===== src/rtl/mem_arb_pkg.sv =====
// Shared types and constants for the two-requester memory request arbiter.
package mem_arb_pkg;

  localparam int ADDR_W  = 16;
  localparam int DATA_W  = 16;
  localparam int MAX_OUT = 4;
  localparam int NUM_REQ = 2;
  localparam int IDX_W   = $clog2(MAX_OUT);
  localparam int CNT_W   = $clog2(MAX_OUT + 1);

  // Requester identifier (0 or 1).
  typedef logic [0:0] req_id_t;

  // One outstanding-read slot.
  typedef struct packed {
    logic              valid;
    logic [ADDR_W-1:0] addr;
    req_id_t           id;
  } rd_entry_t;

  // Index of the lowest clear bit; only meaningful when at least one bit is clear.
  function automatic logic [IDX_W-1:0] lowest_free(input logic [MAX_OUT-1:0] valid_vec);
    logic [IDX_W-1:0] idx;
    idx = '0;
    for (int i = MAX_OUT - 1; i >= 0; i--) begin
      if (!valid_vec[i]) begin
        idx = IDX_W'(i);
      end else begin
        idx = idx;
      end
    end
    return idx;
  endfunction

endpackage


===== src/rtl/mem_request_arbiter_if.sv =====
// Requester and memory-controller signals of the arbiter.
// master: requesters plus memory controller; slave: the arbiter itself.
interface mem_request_arbiter_if;
  import mem_arb_pkg::*;

  logic              req0_valid;
  logic              req0_we;
  logic [ADDR_W-1:0] req0_addr;
  logic [DATA_W-1:0] req0_wdata;
  logic              req0_ready;
  logic              req0_rvalid;
  logic [DATA_W-1:0] req0_rdata;

  logic              req1_valid;
  logic              req1_we;
  logic [ADDR_W-1:0] req1_addr;
  logic [DATA_W-1:0] req1_wdata;
  logic              req1_ready;
  logic              req1_rvalid;
  logic [DATA_W-1:0] req1_rdata;

  logic              mc_wr_en;
  logic [ADDR_W-1:0] mc_wr_address;
  logic [DATA_W-1:0] mc_wr_data;
  logic              mc_wr_ret_ack;
  logic [ADDR_W-1:0] mc_wr_ret_address;

  logic              mc_rd_en;
  logic [ADDR_W-1:0] mc_rd_address;
  logic              mc_rd_ret_ack;
  logic [ADDR_W-1:0] mc_rd_ret_address;
  logic [DATA_W-1:0] mc_rd_ret_data;

  logic              err_unmatched;

  modport master (
    output req0_valid, req0_we, req0_addr, req0_wdata,
    input  req0_ready, req0_rvalid, req0_rdata,
    output req1_valid, req1_we, req1_addr, req1_wdata,
    input  req1_ready, req1_rvalid, req1_rdata,
    input  mc_wr_en, mc_wr_address, mc_wr_data,
    output mc_wr_ret_ack, mc_wr_ret_address,
    input  mc_rd_en, mc_rd_address,
    output mc_rd_ret_ack, mc_rd_ret_address, mc_rd_ret_data,
    input  err_unmatched
  );

  modport slave (
    input  req0_valid, req0_we, req0_addr, req0_wdata,
    output req0_ready, req0_rvalid, req0_rdata,
    input  req1_valid, req1_we, req1_addr, req1_wdata,
    output req1_ready, req1_rvalid, req1_rdata,
    output mc_wr_en, mc_wr_address, mc_wr_data,
    input  mc_wr_ret_ack, mc_wr_ret_address,
    output mc_rd_en, mc_rd_address,
    input  mc_rd_ret_ack, mc_rd_ret_address, mc_rd_ret_data,
    output err_unmatched
  );

endinterface


===== src/rtl/mem_request_arbiter_rd_tag_table.sv =====
// Outstanding-read table: allocates the lowest free slot, answers address
// lookups for both requesters, and matches/frees entries on read return.
// A slot freed this cycle still reads as occupied until the next cycle.
module rd_tag_table
  import mem_arb_pkg::*;
(
  input  logic              clk,
  input  logic              reset,
  input  logic              i_alloc,
  input  logic [ADDR_W-1:0] i_alloc_addr,
  input  req_id_t           i_alloc_id,
  input  logic [ADDR_W-1:0] i_lookup0_addr,
  input  logic [ADDR_W-1:0] i_lookup1_addr,
  output logic              o_hit0,
  output logic              o_hit1,
  input  logic              i_free,
  input  logic [ADDR_W-1:0] i_free_addr,
  output logic              o_free_hit,
  output req_id_t           o_free_id,
  output logic              o_full
);

  rd_entry_t          r_tab [MAX_OUT];
  logic [MAX_OUT-1:0] w_valid_vec;
  logic               w_hit0;
  logic               w_hit1;
  logic               w_free_hit;
  logic [IDX_W-1:0]   w_free_idx;
  req_id_t            w_free_id;
  logic [IDX_W-1:0]   w_alloc_idx;

  // Address compare of every valid slot against both lookups and the return address.
  always_comb begin
    w_valid_vec = '0;
    w_hit0      = 1'b0;
    w_hit1      = 1'b0;
    w_free_hit  = 1'b0;
    w_free_idx  = '0;
    w_free_id   = 1'b0;
    for (int i = 0; i < MAX_OUT; i++) begin
      w_valid_vec[i] = r_tab[i].valid;
      if (r_tab[i].valid && (r_tab[i].addr == i_lookup0_addr)) begin
        w_hit0 = 1'b1;
      end else begin
        w_hit0 = w_hit0;
      end
      if (r_tab[i].valid && (r_tab[i].addr == i_lookup1_addr)) begin
        w_hit1 = 1'b1;
      end else begin
        w_hit1 = w_hit1;
      end
      // Addresses are unique in the table, so at most one slot matches.
      if (r_tab[i].valid && (r_tab[i].addr == i_free_addr)) begin
        w_free_hit = 1'b1;
        w_free_idx = IDX_W'(i);
        w_free_id  = r_tab[i].id;
      end else begin
        w_free_hit = w_free_hit;
      end
    end
  end

  assign w_alloc_idx = lowest_free(w_valid_vec);
  assign o_full      = &w_valid_vec;
  assign o_hit0      = w_hit0;
  assign o_hit1      = w_hit1;
  assign o_free_hit  = w_free_hit;
  assign o_free_id   = w_free_id;

  // Slot state: clear on matched return, fill lowest free slot on accepted read.
  always_ff @(posedge clk) begin
    if (reset) begin
      for (int i = 0; i < MAX_OUT; i++) begin
        r_tab[i] <= '0;
      end
    end else begin
      if (i_free && w_free_hit) begin
        r_tab[w_free_idx].valid <= 1'b0;
      end
      // The freed slot is still valid here, so it can never equal w_alloc_idx.
      if (i_alloc && !o_full) begin
        r_tab[w_alloc_idx] <= '{valid: 1'b1, addr: i_alloc_addr, id: i_alloc_id};
      end
    end
  end

endmodule


===== src/rtl/mem_request_arbiter.sv =====
// Two-requester round-robin arbiter in front of a memory controller.
// Tracks outstanding reads in a tag table (for return routing and
// read-after-read / write-after-read hazards) and outstanding writes in a counter.
module mem_request_arbiter
  import mem_arb_pkg::*;
(
  input  logic                  clk,
  input  logic                  reset,
  mem_request_arbiter_if.slave  bus
);

  logic [NUM_REQ-1:0] w_valid;
  logic [NUM_REQ-1:0] w_we;
  logic [NUM_REQ-1:0] w_hit;
  logic [NUM_REQ-1:0] w_elig;
  logic [ADDR_W-1:0]  w_addr  [NUM_REQ];
  logic [DATA_W-1:0]  w_wdata [NUM_REQ];

  logic               w_tab_full;
  logic               w_hit0;
  logic               w_hit1;
  logic               w_ret_hit;
  req_id_t            w_ret_id;

  req_id_t            w_gnt;
  logic               w_accept;
  logic               w_acc_we;
  logic [ADDR_W-1:0]  w_acc_addr;
  logic [DATA_W-1:0]  w_acc_wdata;
  logic               w_rd_alloc;
  logic               w_wr_inc;
  logic               w_wr_dec;

  req_id_t            r_last;
  logic [CNT_W-1:0]   r_wr_cnt;
  logic               r_wr_en;
  logic [ADDR_W-1:0]  r_wr_addr;
  logic [DATA_W-1:0]  r_wr_data;
  logic               r_rd_en;
  logic [ADDR_W-1:0]  r_rd_addr;
  logic [NUM_REQ-1:0] r_rvalid;
  logic [DATA_W-1:0]  r_rdata0;
  logic [DATA_W-1:0]  r_rdata1;
  logic               r_err;

  assign w_valid    = {bus.req1_valid, bus.req0_valid};
  assign w_we       = {bus.req1_we, bus.req0_we};
  assign w_addr[0]  = bus.req0_addr;
  assign w_addr[1]  = bus.req1_addr;
  assign w_wdata[0] = bus.req0_wdata;
  assign w_wdata[1] = bus.req1_wdata;
  assign w_hit      = {w_hit1, w_hit0};

  rd_tag_table u_rd_tag_table (
    .clk            (clk),
    .reset          (reset),
    .i_alloc        (w_rd_alloc),
    .i_alloc_addr   (w_acc_addr),
    .i_alloc_id     (w_gnt),
    .i_lookup0_addr (bus.req0_addr),
    .i_lookup1_addr (bus.req1_addr),
    .o_hit0         (w_hit0),
    .o_hit1         (w_hit1),
    .i_free         (bus.mc_rd_ret_ack),
    .i_free_addr    (bus.mc_rd_ret_address),
    .o_free_hit     (w_ret_hit),
    .o_free_id      (w_ret_id),
    .o_full         (w_tab_full)
  );

  // Per-requester eligibility: capacity available and no outstanding read to the same address.
  always_comb begin
    w_elig = '0;
    for (int n = 0; n < NUM_REQ; n++) begin
      if (reset || !w_valid[n]) begin
        w_elig[n] = 1'b0;
      end else if (w_we[n]) begin
        w_elig[n] = (r_wr_cnt < CNT_W'(MAX_OUT)) && !w_hit[n];
      end else begin
        w_elig[n] = !w_tab_full && !w_hit[n];
      end
    end
  end

  // Round-robin pick: on a tie the requester not granted last wins.
  always_comb begin
    w_gnt = 1'b0;
    case (w_elig)
      2'b01:   w_gnt = 1'b0;
      2'b10:   w_gnt = 1'b1;
      2'b11:   w_gnt = ~r_last;
      default: w_gnt = 1'b0;
    endcase
  end

  assign w_accept    = |w_elig;
  assign w_acc_we    = w_we[w_gnt];
  assign w_acc_addr  = w_addr[w_gnt];
  assign w_acc_wdata = w_wdata[w_gnt];
  assign w_rd_alloc  = w_accept && !w_acc_we;
  assign w_wr_inc    = w_accept && w_acc_we;
  assign w_wr_dec    = bus.mc_wr_ret_ack && (r_wr_cnt != '0);

  assign bus.req0_ready = w_accept && (w_gnt == 1'b0);
  assign bus.req1_ready = w_accept && (w_gnt == 1'b1);

  // Issue accepted request to the controller one cycle later; pointer moves only on a grant.
  always_ff @(posedge clk) begin
    if (reset) begin
      r_last    <= 1'b1;
      r_wr_en   <= 1'b0;
      r_rd_en   <= 1'b0;
      r_wr_addr <= '0;
      r_wr_data <= '0;
      r_rd_addr <= '0;
    end else begin
      r_wr_en <= w_accept && w_acc_we;
      r_rd_en <= w_accept && !w_acc_we;
      if (w_accept) begin
        r_last <= w_gnt;
        if (w_acc_we) begin
          r_wr_addr <= w_acc_addr;
          r_wr_data <= w_acc_wdata;
        end else begin
          r_rd_addr <= w_acc_addr;
        end
      end
    end
  end

  // Outstanding-write counter; an ack with nothing outstanding is ignored.
  always_ff @(posedge clk) begin
    if (reset) begin
      r_wr_cnt <= '0;
    end else begin
      case ({w_wr_inc, w_wr_dec})
        2'b10:   r_wr_cnt <= r_wr_cnt + CNT_W'(1);
        2'b01:   r_wr_cnt <= r_wr_cnt - CNT_W'(1);
        default: r_wr_cnt <= r_wr_cnt;
      endcase
    end
  end

  // Route read returns to the owning requester; flag returns that match no entry.
  always_ff @(posedge clk) begin
    if (reset) begin
      r_rvalid <= '0;
      r_rdata0 <= '0;
      r_rdata1 <= '0;
      r_err    <= 1'b0;
    end else begin
      r_rvalid <= '0;
      if (bus.mc_rd_ret_ack && w_ret_hit) begin
        if (w_ret_id == 1'b0) begin
          r_rvalid[0] <= 1'b1;
          r_rdata0    <= bus.mc_rd_ret_data;
        end else begin
          r_rvalid[1] <= 1'b1;
          r_rdata1    <= bus.mc_rd_ret_data;
        end
      end else if (bus.mc_rd_ret_ack) begin
        r_err <= 1'b1;
      end
    end
  end

  assign bus.mc_wr_en      = r_wr_en;
  assign bus.mc_wr_address = r_wr_addr;
  assign bus.mc_wr_data    = r_wr_data;
  assign bus.mc_rd_en      = r_rd_en;
  assign bus.mc_rd_address = r_rd_addr;
  assign bus.req0_rvalid   = r_rvalid[0];
  assign bus.req0_rdata    = r_rdata0;
  assign bus.req1_rvalid   = r_rvalid[1];
  assign bus.req1_rdata    = r_rdata1;
  assign bus.err_unmatched = r_err;

endmodule

===== src/flat_wrapper.sv =====
// flat-port wrapper written by rule: the top's interface ports become plain ports
module mem_request_arbiter_flat import mem_arb_pkg::*;
  (clk, reset, bus_req0_valid, bus_req0_we, bus_req0_addr, bus_req0_wdata, bus_req0_ready, bus_req0_rvalid, bus_req0_rdata, bus_req1_valid, bus_req1_we, bus_req1_addr, bus_req1_wdata, bus_req1_ready, bus_req1_rvalid, bus_req1_rdata, bus_mc_wr_en, bus_mc_wr_address, bus_mc_wr_data, bus_mc_wr_ret_ack, bus_mc_wr_ret_address, bus_mc_rd_en, bus_mc_rd_address, bus_mc_rd_ret_ack, bus_mc_rd_ret_address, bus_mc_rd_ret_data, bus_err_unmatched);
  mem_request_arbiter_if bus_i ();
  input  logic clk;
  input  logic reset;
  input wire logic [$bits(bus_i.req0_valid)-1:0] bus_req0_valid;
  input wire logic [$bits(bus_i.req0_we)-1:0] bus_req0_we;
  input wire logic [$bits(bus_i.req0_addr)-1:0] bus_req0_addr;
  input wire logic [$bits(bus_i.req0_wdata)-1:0] bus_req0_wdata;
  output wire logic [$bits(bus_i.req0_ready)-1:0] bus_req0_ready;
  output wire logic [$bits(bus_i.req0_rvalid)-1:0] bus_req0_rvalid;
  output wire logic [$bits(bus_i.req0_rdata)-1:0] bus_req0_rdata;
  input wire logic [$bits(bus_i.req1_valid)-1:0] bus_req1_valid;
  input wire logic [$bits(bus_i.req1_we)-1:0] bus_req1_we;
  input wire logic [$bits(bus_i.req1_addr)-1:0] bus_req1_addr;
  input wire logic [$bits(bus_i.req1_wdata)-1:0] bus_req1_wdata;
  output wire logic [$bits(bus_i.req1_ready)-1:0] bus_req1_ready;
  output wire logic [$bits(bus_i.req1_rvalid)-1:0] bus_req1_rvalid;
  output wire logic [$bits(bus_i.req1_rdata)-1:0] bus_req1_rdata;
  output wire logic [$bits(bus_i.mc_wr_en)-1:0] bus_mc_wr_en;
  output wire logic [$bits(bus_i.mc_wr_address)-1:0] bus_mc_wr_address;
  output wire logic [$bits(bus_i.mc_wr_data)-1:0] bus_mc_wr_data;
  input wire logic [$bits(bus_i.mc_wr_ret_ack)-1:0] bus_mc_wr_ret_ack;
  input wire logic [$bits(bus_i.mc_wr_ret_address)-1:0] bus_mc_wr_ret_address;
  output wire logic [$bits(bus_i.mc_rd_en)-1:0] bus_mc_rd_en;
  output wire logic [$bits(bus_i.mc_rd_address)-1:0] bus_mc_rd_address;
  input wire logic [$bits(bus_i.mc_rd_ret_ack)-1:0] bus_mc_rd_ret_ack;
  input wire logic [$bits(bus_i.mc_rd_ret_address)-1:0] bus_mc_rd_ret_address;
  input wire logic [$bits(bus_i.mc_rd_ret_data)-1:0] bus_mc_rd_ret_data;
  output wire logic [$bits(bus_i.err_unmatched)-1:0] bus_err_unmatched;
  assign bus_i.req0_valid = bus_req0_valid;
  assign bus_i.req0_we = bus_req0_we;
  assign bus_i.req0_addr = bus_req0_addr;
  assign bus_i.req0_wdata = bus_req0_wdata;
  assign bus_req0_ready = bus_i.req0_ready;
  assign bus_req0_rvalid = bus_i.req0_rvalid;
  assign bus_req0_rdata = bus_i.req0_rdata;
  assign bus_i.req1_valid = bus_req1_valid;
  assign bus_i.req1_we = bus_req1_we;
  assign bus_i.req1_addr = bus_req1_addr;
  assign bus_i.req1_wdata = bus_req1_wdata;
  assign bus_req1_ready = bus_i.req1_ready;
  assign bus_req1_rvalid = bus_i.req1_rvalid;
  assign bus_req1_rdata = bus_i.req1_rdata;
  assign bus_mc_wr_en = bus_i.mc_wr_en;
  assign bus_mc_wr_address = bus_i.mc_wr_address;
  assign bus_mc_wr_data = bus_i.mc_wr_data;
  assign bus_i.mc_wr_ret_ack = bus_mc_wr_ret_ack;
  assign bus_i.mc_wr_ret_address = bus_mc_wr_ret_address;
  assign bus_mc_rd_en = bus_i.mc_rd_en;
  assign bus_mc_rd_address = bus_i.mc_rd_address;
  assign bus_i.mc_rd_ret_ack = bus_mc_rd_ret_ack;
  assign bus_i.mc_rd_ret_address = bus_mc_rd_ret_address;
  assign bus_i.mc_rd_ret_data = bus_mc_rd_ret_data;
  assign bus_err_unmatched = bus_i.err_unmatched;
  mem_request_arbiter u_core (.clk(clk), .reset(reset), .bus(bus_i));
endmodule

===== config.mk =====
export PLATFORM = sky130hd
export DESIGN_NAME = mem_request_arbiter_flat
export DESIGN_NICKNAME = d
export VERILOG_FILES = /design/src/rtl/mem_arb_pkg.sv /design/src/rtl/mem_request_arbiter_if.sv /design/src/rtl/mem_request_arbiter_rd_tag_table.sv /design/src/rtl/mem_request_arbiter.sv /design/src/flat_wrapper.sv
export SDC_FILE = /design/constraint.sdc
export NUM_CORES = 1
export LEC_CHECK = 0
export ABC_AREA = 0
export CAP_MARGIN = 20
export CORE_AREA = 2 2 144 146
export DETAILED_ROUTE_END_ITERATION = 6
export DIE_AREA = 0 0 146 148
export PLACE_DENSITY = 0.71
export SLEW_MARGIN = 20
export SYNTH_ARGS = -nofsm -noshare
export SYNTH_HDL_FRONTEND = slang
export SYNTH_HIERARCHICAL = 1
export SYNTH_SLANG_ARGS = --single-unit

===== constraint.sdc =====
create_clock -name clk -period 6.2 [get_ports clk]
set_input_delay 0.93 -clock clk [delete_from_list [all_inputs] [get_ports clk]]
set_output_delay 0.93 -clock clk [all_outputs]
set_load 0.005 [all_outputs]

==> summary.md <==
| Metric | Value |
|---|---|
| Layout Utilization | 56.7% |
| Reg2reg path depth | 11 |
| HP Class | reg -> reg |
| Final hold violations | 0 |
| Die Wd | 146 um |
| Grt met2 use | 41.0% |
| Port Buffer Count | 190 |
| Hold endpoint | u_core/bus.req1_rdata[6]$_SDFFE_PP0P_ |
| Post-synth EDFFs | 68 |
| Max Freq | 203 MHz |
| Largest net degree at the start of global routing | 55 |
| DRC | 0 |
| Root Buffer | clkbuf_16 |
| CP Data Required Time | 5.27 ns |
| Number of H-tree levels | 4 |
| LEAKAGE | 3.83 nW |
| Setup crit end kind | output port |
| XOR/XNOR Fraction of Synth Area | 19.2% |
| Clk Latency, worst-skew pair | 0.42 ns |
| First-pass GRT wire length | 42500 um |
| Post-Route WL | 28100 um |
| Vias in the first global route | 7188 |
| Vias | 7220 |
| Layout cell share with drive strength beyond 1 | 7.12% |
| Worst path arrival time | 3.99 ns |
| GRT Util Overall | 26.0% |
| Post-synth top area share | 23.1% |
| Crit path from | bus_req0_addr[5] |
| Drt first pass iters | 5 |
| Fillers | 1858 |
| # diodes | 0 |
| Setup Skew | 0.0143 ns |
| Register area share after synthesis | 44.2% |
| M1 GR Usage | 35.8% |
| Die footprint | 0.0216 mm^2 |
| Post-Syn Nets | 1040 |
| Antenna-violating nets left | 0 |
| Initial DRC count | 682 |
| Total grt overflow | 0 |
| Async SR Flop Fraction | 0% |
| Tightest Pin Transition | 0.748 ns |
| NumNets Final | 1176 |
| Setup Crit Path Kind | in -> out |
| Via/cell ratio | 5.40 |
| Clock slew at reported path FFs | 0.07 ns |
| CP Max Fanout | 5 |
| Syn. warnings | 6 |
| Synth Area in Adders | 0.368% |
| WHS Path Cells | 2 |
| Hold_buf cts | 0 |
| Largest cells by area after synthesis | edfxtp_1 23%, dfxtp_1 21%, xnor2_1 18%, and2_1 4.8%, nand2_1 4.5% |
| Crit start category | input pin |
| Simple-Gate Fraction of Synth Area | 19.9% |
| Number of setup buffers added after CTS | 0 |
| Fin Setup TNS | 0 ns |
| Syn Area/Cell | 9.62 um^2 |
| RSZ-0062 raised after global routing | false |
| Maximum VDD drop | 0.200 mV |
| Relative max-transition margin | 48.7% |
| Post-synth top flop | dfxtp_1 |
| Leading cell type in the layout, fill and taps excluded | clkdlybuf4s50_1 |
| DP HPWL | 20700 um |
| RR Endpoint | u_core/u_rd_tag_table/r_tab[1][12]$_SDFFCE_PN0P_ |
| Number of core rows | 52 |
| Routed wire per std cell | 21.0 um |
| GPL Wtd Cong | 0.999 |
| FF+latch count, synth | 161 |
| Initial Utilization | 44.1% |
| Core footprint | 0.0200 mm^2 |
| Reg2reg setup slack | 2.12 ns |
| Cell area power density | 246 mW/mm^2 |
| Synth Cell Area | 0.00883 mm^2 |
| Die Ht | 148 um |
| Initial antenna violation count | 0 |
| Post-synthesis mux area share | 2.17% |
| Outcome | finished, final reports clean |
| Fin. max-slew vios | 0 |
| # IOs | 207 |
| CTS Buf Count | 17 |
| CTS max path bufs | 2 |
| Largest family of logic cells by synthesized area | simple AND/OR/NAND/NOR gates |
| Synth area leader | edfxtp_1 |
| Period utilisation layout | 79.3% |
| Gate Count Post-Synth | 918 |
| Final Setup Violations | 0 |
| Final Critical Period | 4.92 ns |
| CTS tree | yes |
| RR Startpoint | u_core/u_rd_tag_table/r_tab[0][1]$_SDFFCE_PN0P_ |
| Post-CTS Resized | 0 |
| Synth unique cells | 50 |
| Area grow syn2layout | 28.6% |
| Hold Startpoint | u_core/bus.req1_rdata[6]$_SDFFE_PP0P_ |
| Synth Area in Compound Gates | 8.84% |
| Most frequent cells in the layout | 189 x clkdlybuf4s50_1, 185 x xnor2_1, 106 x nand2_1, 93 x dfxtp_1 |
| MaxCap Viol Count | 0 |
| Busiest grt layer | met2 |
| M3 GR Usage | 5.59% |
| Clock sink count | 161 |
-- synth_stat cells (2+ instances only) --
cell type / count
xnor2_1: 185
nand2_1: 106
dfxtp_1: 93
clkbuf_1: 70
and2_1: 68
edfxtp_1: 68
nor3_1: 52
nand4_1: 37
a21oi_1: 35
inv_1: 24
a211oi_1: 22
nand3_1: 20
mux2i_1: 18
nor2_1: 13
a211oi_2: 12
nor4_1: 12
a311oi_1: 11
xor2_1: 9
buf_6: 7
or2_2: 6
a311oi_2: 5
buf_2: 5
o21ai_0: 4
and3_1: 3
nand2b_1: 3
a31o_1: 2
buf_1: 2
nor2b_1: 2
nor3b_1: 2
or2_1: 2
-- critical path, stage by stage --
cell	delay, ns
clkdlybuf4s50_1	0.58
xnor2_1	0.32
nand4_1	0.20
nor4_1	0.33
nand3_1	0.12
nand4_1	0.26
and4bb_2	0.34
a211o_1	0.32
inv_1	0.06
clkdlybuf4s50_1	0.52
-- through the flow --
step	area, um^2	hold slack (ns)	setup WS, ns	power, mW	std cells
finish	11400	0.456	1.28	2.79	1337
global route	11400	0.471	1.17	2.90	1337
CTS	11400	0.455	1.34	2.80	1337
detailed placement	10800	0.446	1.07	1.78	1305
global placement	10800	0.441	1.18	1.78	1305
floorplan	8830	0.453	1.43	1.55	918
-- state kept, by name, summed over array words and instances (netlist names) --
signal	cells
u_core/bus.mc_rd_en	1
u_core/bus.mc_wr_en	1
u_core/bus.mc_rd_address	16
u_core/u_rd_tag_table/r_tab	72
u_core/bus.mc_wr_data	16
u_core/r_rvalid	2
u_core/r_wr_cnt	3
u_core/bus.mc_wr_address	16
u_core/r_last	1
u_core/bus.req1_rdata	16
u_core/bus.err_unmatched	1
u_core/bus.req0_rdata	16
-- how the worst max path moves through the flow --
stage / end / slack [ns] / cells past startpoint
floorplan: u_core/u_rd_tag_table/r_tab[0][0]$_SDFFCE_PN0P_ / 1.43 / 13
global placement: u_core/u_rd_tag_table/r_tab[3][15]$_SDFFCE_PN0P_ / 1.18 / 12
detailed placement: u_core/u_rd_tag_table/r_tab[1][11]$_SDFFCE_PN0P_ / 1.07 / 12
CTS: bus_req1_ready / 1.34 / 10
global route: u_core/u_rd_tag_table/r_tab[1][0]$_SDFFCE_PN0P_ / 1.17 / 12
finish: bus_req1_ready / 1.28 / 10
-- report_power, final --
part / leakage, nW / switching, mW / internal [mW]
Sequential: 1.46 / 0.0587 / 1.17
Combinational: 2.08 / 0.275 / 0.268
Clock: 0.287 / 0.451 / 0.570
-- cell families (layout without fill, tap and decap cells) --
kind of cell	after synthesis	count (layout)
fa+ha+maj	2	2
simple gates	334	334
xor+xnor	194	194
mux	19	19
buf+inv	110	259
compound gates	98	98
flops	161	161
-- routing by layer --
layer  vias to the layer above  share of wire (%)
li1                       3402                  -
met1                      3486                 43
met2                       290                 46
met3                        42                7.8
met4                         0                2.5
met5                         -                  0
-- area by class of cell --
cell class	count	area (um^2)	share of cell area (%)
Multi-Input combinational cell	647	4470	39.3
Sequential cell	161	3900	34.4
Timing Repair Buffer	201	1980	17.4
Clock buffer	18	439	3.87
Tap cell	270	338	2.97
Clock inverter	14	129	1.13
Inverter	26	97.6	0.859
Note: power is estimated with default switching activity, not from simulation.
